`config.mk`:
```
export PLATFORM = sky130hd
export DESIGN_NAME = uart_tx
export DESIGN_NICKNAME = d
export VERILOG_FILES = /design/src/rtl/uart_pkg.sv /design/src/rtl/uart_baud_timer.sv /design/src/rtl/uart_tx.sv
export SDC_FILE = /design/constraint.sdc
export NUM_CORES = 1
export LEC_CHECK = 0
export CORE_ASPECT_RATIO = 0.8
export CORE_MARGIN = 10
export CORE_UTILIZATION = 57
export CTS_BUF_LIST = sky130_fd_sc_hd__clkbuf_2
export CTS_CLUSTER_SIZE = 10
export DETAILED_ROUTE_END_ITERATION = 12
export PLACE_DENSITY = 0.84
export SLEW_MARGIN = 10
export SYNTH_ARGS = -nofsm -noshare
export SYNTH_HDL_FRONTEND = slang
export SYNTH_SLANG_ARGS = --single-unit
```
`constraint.sdc`:
```
create_clock -name g_clk -period 2.3 [get_ports g_clk]
set_input_delay 0.345 -clock g_clk [delete_from_list [all_inputs] [get_ports g_clk]]
set_output_delay 0.345 -clock g_clk [all_outputs]
set_load 0.05 [all_outputs]
```
`src/rtl/uart_pkg.sv`:
```
// Shared UART definitions: frame constants, transmitter state encoding and the
// parity helper used by both directions of the peripheral.
package uart_pkg;

    localparam int   UART_DATA_BITS = 8;
    localparam logic UART_LINE_IDLE = 1'b1;

    typedef enum logic [2:0] {
        IDLE   = 3'd0,
        START  = 3'd1,
        DATA   = 3'd2,
        PARITY = 3'd3,
        STOP   = 3'd4
    } uart_tx_state_t;

    // odd=0 gives the even-parity bit, odd=1 the odd-parity bit
    function automatic logic uart_parity(input logic [UART_DATA_BITS-1:0] data,
                                         input logic                      odd);
        return (^data) ^ odd;
    endfunction

endpackage

```
`src/rtl/uart_baud_timer.sv`:
```
// Reloadable bit-period down-counter; tick marks the last cycle of a bit while
// the owning engine is active. Shared between the UART transmitter and receiver.
module uart_baud_timer #(
    parameter int DIV_WIDTH = 16
) (
    input  logic                 g_clk,
    input  logic                 g_resetn,
    input  logic                 active_i,
    input  logic                 load_i,
    input  logic [DIV_WIDTH-1:0] load_val_i,
    output logic                 tick_o
);

    logic [DIV_WIDTH-1:0] cnt_q;

    // Count down to zero and hold; a load restarts the bit period
    always_ff @(posedge g_clk) begin
        if (!g_resetn) begin
            cnt_q <= {DIV_WIDTH{1'b0}};
        end else if (load_i) begin
            cnt_q <= load_val_i;
        end else if (cnt_q != {DIV_WIDTH{1'b0}}) begin
            cnt_q <= cnt_q - DIV_WIDTH'(1);
        end else begin
            cnt_q <= cnt_q;
        end
    end

    assign tick_o = active_i && (cnt_q == {DIV_WIDTH{1'b0}});

endmodule

```
`src/rtl/uart_tx.sv`:
```
// UART transmit engine: pops bytes from the TX FIFO and serialises them as
// start, LSB-first data, optional parity and one or two stop bits.
module uart_tx
    import uart_pkg::*;
#(
    parameter int DIV_WIDTH = 16,
    parameter int DATA_BITS = UART_DATA_BITS
) (
    input  logic                 g_clk,
    input  logic                 g_resetn,
    output logic                 g_clk_req,
    input  logic                 cfg_en,
    input  logic [DIV_WIDTH-1:0] cfg_clk_div,
    input  logic                 cfg_parity_en,
    input  logic                 cfg_parity_odd,
    input  logic                 cfg_stop2,
    input  logic                 fifo_valid,
    input  logic [DATA_BITS-1:0] fifo_data,
    output logic                 fifo_pop,
    output logic                 uart_txd,
    output logic                 busy
);

    localparam int                BIT_W    = (DATA_BITS > 1) ? $clog2(DATA_BITS) : 1;
    localparam logic [BIT_W-1:0]  LAST_BIT = BIT_W'(DATA_BITS - 1);

    uart_tx_state_t       state_q;
    logic [DATA_BITS-1:0] shift_q;
    logic [BIT_W-1:0]     bit_cnt_q;
    logic                 stop_cnt_q;
    logic [DIV_WIDTH-1:0] div_q;
    logic                 parity_en_q;
    logic                 parity_bit_q;
    logic                 stop2_q;
    logic                 txd_q;
    logic                 busy_q;

    logic                 tick_s;
    logic                 last_stop_s;
    logic                 pop_s;
    logic                 load_s;
    logic [DIV_WIDTH-1:0] load_val_s;

    // Reloading on every tick restarts the period for whichever bit comes next;
    // a pop must use the live divider since the latched one belongs to the old frame.
    assign last_stop_s = (state_q == STOP) && tick_s && (!stop2_q || stop_cnt_q);
    assign pop_s       = cfg_en && fifo_valid && g_resetn &&
                         ((state_q == IDLE) || last_stop_s);
    assign load_s      = pop_s || tick_s;
    assign load_val_s  = pop_s ? cfg_clk_div : div_q;

    uart_baud_timer #(
        .DIV_WIDTH (DIV_WIDTH)
    ) u_baud_timer (
        .g_clk      (g_clk),
        .g_resetn   (g_resetn),
        .active_i   (state_q != IDLE),
        .load_i     (load_s),
        .load_val_i (load_val_s),
        .tick_o     (tick_s)
    );

    // Frame sequencer; line level and busy are registered alongside the state
    always_ff @(posedge g_clk) begin
        if (!g_resetn) begin
            state_q      <= IDLE;
            shift_q      <= {DATA_BITS{1'b0}};
            bit_cnt_q    <= {BIT_W{1'b0}};
            stop_cnt_q   <= 1'b0;
            div_q        <= {DIV_WIDTH{1'b0}};
            parity_en_q  <= 1'b0;
            parity_bit_q <= 1'b0;
            stop2_q      <= 1'b0;
            txd_q        <= UART_LINE_IDLE;
            busy_q       <= 1'b0;
        end else if (pop_s) begin
            state_q      <= START;
            shift_q      <= fifo_data;
            bit_cnt_q    <= {BIT_W{1'b0}};
            stop_cnt_q   <= 1'b0;
            div_q        <= cfg_clk_div;
            parity_en_q  <= cfg_parity_en;
            parity_bit_q <= uart_parity(fifo_data, cfg_parity_odd);
            stop2_q      <= cfg_stop2;
            txd_q        <= 1'b0;
            busy_q       <= 1'b1;
        end else if (tick_s) begin
            case (state_q)
                START: begin
                    state_q   <= DATA;
                    txd_q     <= shift_q[0];
                    shift_q   <= {1'b0, shift_q[DATA_BITS-1:1]};
                    bit_cnt_q <= {BIT_W{1'b0}};
                end
                DATA: begin
                    if (bit_cnt_q == LAST_BIT) begin
                        if (parity_en_q) begin
                            state_q <= PARITY;
                            txd_q   <= parity_bit_q;
                        end else begin
                            state_q    <= STOP;
                            txd_q      <= UART_LINE_IDLE;
                            stop_cnt_q <= 1'b0;
                        end
                    end else begin
                        txd_q     <= shift_q[0];
                        shift_q   <= {1'b0, shift_q[DATA_BITS-1:1]};
                        bit_cnt_q <= bit_cnt_q + BIT_W'(1);
                    end
                end
                PARITY: begin
                    state_q    <= STOP;
                    txd_q      <= UART_LINE_IDLE;
                    stop_cnt_q <= 1'b0;
                end
                STOP: begin
                    // A follow-on pop at the final stop tick is taken by the pop branch
                    if (stop2_q && !stop_cnt_q) begin
                        stop_cnt_q <= 1'b1;
                    end else begin
                        state_q <= IDLE;
                        busy_q  <= 1'b0;
                    end
                    txd_q <= UART_LINE_IDLE;
                end
                default: begin
                    state_q <= IDLE;
                    txd_q   <= UART_LINE_IDLE;
                    busy_q  <= 1'b0;
                end
            endcase
        end else begin
            state_q <= state_q;
        end
    end

    assign fifo_pop  = pop_s;
    assign uart_txd  = txd_q;
    assign busy      = busy_q;
    assign g_clk_req = busy_q || (cfg_en && fifo_valid);

endmodule

```
==> reports/results.txt <==
Post-Syn Area - 0.00263 mm^2
Core Area - 0.00431 mm^2
GRT met1 Usage - 0.258
RSZ-0062 raised after global routing - true
status - finished clean
worst-path fanout max - 2
Post-Route Skew - 13.2 ps
flop2flop setup slack - 40 ps
largest net degree at the start of global routing - 25
Overflow after GRT - 0
peak supply drop - 0.560 mV
layout cells sized above 1 - 0.169
Register Area - 0.00105 mm^2
worst-path cell chain - inv_4 -> ha_4 -> nor3b_4 -> buf_6 -> nand4_4 -> o21a_1 -> clkinv_2 -> buf_8
full die area - 0.00774 mm^2
WS Path Type - reg -> out
Via Count - 2702
drt first pass iters - 6
IO buf count - 34
Worst Tran Pin Value - 586 ps
commonest non-fill, non-tap cell in the layout - dfxtp_1
global-route wire length before repair - 11900 um
crit-path max cell delay - 420 ps
CTS tree - built
most frequent cells in the layout - 49 x dfxtp_1, 42 x nand2_1, 33 x a21oi_1
worst relative slew slack - 0.607
Vias/cell - 6.30
antenna violations before repair - 0
die width - 95.9 um
area of the multi-input gates - 0.00153 mm^2
WL per Instance - 17.9 um
HPWL Detailed - 4910 um
Root Driver - clkbuf_2
CP Capture Type - primary output
clk sink count - 52
Starting DRT DRC Count - 353
GR Layer Usage met2 - 0.282
Synth warnings - 0
Final Hold Vio Count - 0
Synth async-reset ratio - 0
CP max-delay cell - dfxtp_4
PnR Total Power - 0.00347 W
number of synthesized register bits - 52
Reg clk slew, reported paths - 270 ps
Final nets - 406
worst hold slack - 404 ps
n_diodes - 0
Power Density - 1040 mW/mm^2
main flop type after synthesis - dfxtp_1
min Tclk post-route - 2280 ps
Fmax achieved - 438 MHz
DRC viols - 0
Num CTS Buffers - 5
Rows - 21
min-delay worst type - in -> reg
number of global-route vias before repair - 2411
num ports - 35
Max H-tree Level - 2
Worst-Skew Late Latency - 450 ps
syn_area_per_cell - 8.31 um^2
register area share after synthesis - 0.397
starting density of the core - 0.609
Setup violations, final - 0
max-cap viol count - 0
leakage power figure - 1.27 nW
drt total wl - 7700 um
WP data required - 1960 ps
Crit path arrival time - 1940 ps
Total Routing Usage GR - 0.190
Clock Path Buffers - 2
gate count of the mapped netlist - 316
number of antenna-violating nets in the routed design - 0
Layout area overhead - 26.9%
Post-CTS Hold Buffers - 0
Post-synth EDFFs - 0
Max Slew Vio Count - 0
Final period util - 0.992
setup TNS - 0 ps
# fillers - 322
GPL Wtd Cong - 0.908
critical path launch point type - flip-flop
gr busiest metal - met2
Vert. Die Dim - 80.7 um
synth unique cells - 59
Syn Nets - 351
grt met3 use - 0.0548
==> per-layer routing <==
metal | vias to the layer above | wire, um
met3 | 38 | 670
met4 | 0 | 227
li1 | 1254 | -
met2 | 175 | 3490
met1 | 1235 | 3310
met5 | - | 0
==> report_power, final <==
part	total, W	leakage [nW]	internal, W	switching [W]
logic	0.00173	0.800	0.000798	0.000934
clock network	0.000498	0.0436	0.000193	0.000305
registers	0.00124	0.425	0.00106	0.000178
total	0.00347	1.27	0.00205	0.00142
==> cell usage after synthesis, drive strengths merged, types with 2 or more instances <==
library cell,count,share of area
xnor2,11,0.037
nor3,11,0.021
a22oi,6,0.017
a211oi,3,0.0086
or4,2,0.0072
clkbuf,8,0.011
nand4,4,0.012
clkinv,2,0.0033
or2,2,0.0048
nor2b,2,0.0048
nand2,43,0.064
or3,5,0.012
nor4,6,0.022
inv,5,0.0072
nor3b,2,0.0057
nand3,18,0.034
xor2,8,0.027
a21o,3,0.0086
ha,4,0.019
o221a,4,0.017
o211ai,2,0.0057
mux2i,7,0.027
o311ai,3,0.010
buf,8,0.019
o21ai,8,0.015
a21oi,33,0.063
nor2,27,0.039
nand4b,2,0.0067
dfxtp,52,0.40
o22ai,5,0.012
nand2b,2,0.0048
==> kinds of logic (layout without fill, tap and decap cells) <==
logic type | after synthesis | after routing | synth area share
buffers and inverters | 23 | 79 | 0.0405
adders and majority gates | 4 | 4 | 0.0191
and+or+nand+nor | 130 | 130 | 0.250
AOI/OAI and AO/OA | 80 | 80 | 0.199
DFF | 52 | 52 | 0.397
muxes | 8 | 8 | 0.0310
xor gates and xnor gates | 19 | 19 | 0.0634
==> metrics by stage <==
stage               setup WS, ps  cells  cell area [um^2]   util
global route               -61.5    429              3330  0.773
detailed placement          81.8    407              3090  0.716
finish                      17.8    429              3330  0.773
floorplan                    211    316              2630      -
global placement             194    407              3090  0.716
CTS                         36.6    424              3260  0.756
==> area by class of cell <==
| type | count | share of cell area |
|---|---|---|
| clock buffer | 6 | 0.00902 |
| clock inverter | 2 | 0.0116 |
| inverter | 7 | 0.00902 |
| multi-input combinational | 241 | 0.459 |
| sequential | 52 | 0.314 |
| tap | 57 | 0.0214 |
| timing repair buffer | 64 | 0.175 |
==> worst max-delay path: cells and delay by family (launching register included) <==
| family | cells | cell delay [ps] |
|---|---|---|
| compound gates | 1 | 240 |
| fa+ha+maj | 1 | 130 |
| buf+inv | 4 | 420 |
| flops | 1 | 420 |
| simple gates | 2 | 280 |
==> flip-flops by register name (all words and copies together) (netlist names), 3 cells and up <==
| name | cells |
|---|---|
| div_q | 16 |
| u_baud_timer.cnt_q | 16 |
| shift_q | 8 |
| bit_cnt_q | 3 |
| state_q | 3 |
==> timing repair <==
item	CTS	global route
setup buffers	9	6
endpoints found under the setup margin	1	16
pin swaps	2	5
resized for setup	9	9
==> worst paths after layout <==
check                        startpoint            to  depth (start not counted)
setup / recovery  u_baud_timer.cnt_q[0]      fifo_pop                          8
hold reg to reg                div_q[6]      div_q[6]                          2
setup reg to reg  u_baud_timer.cnt_q[0]  bit_cnt_q[0]                          9
hold / removal            cfg_parity_en   parity_en_q                          3
Power figures use the tool's default switching activity.
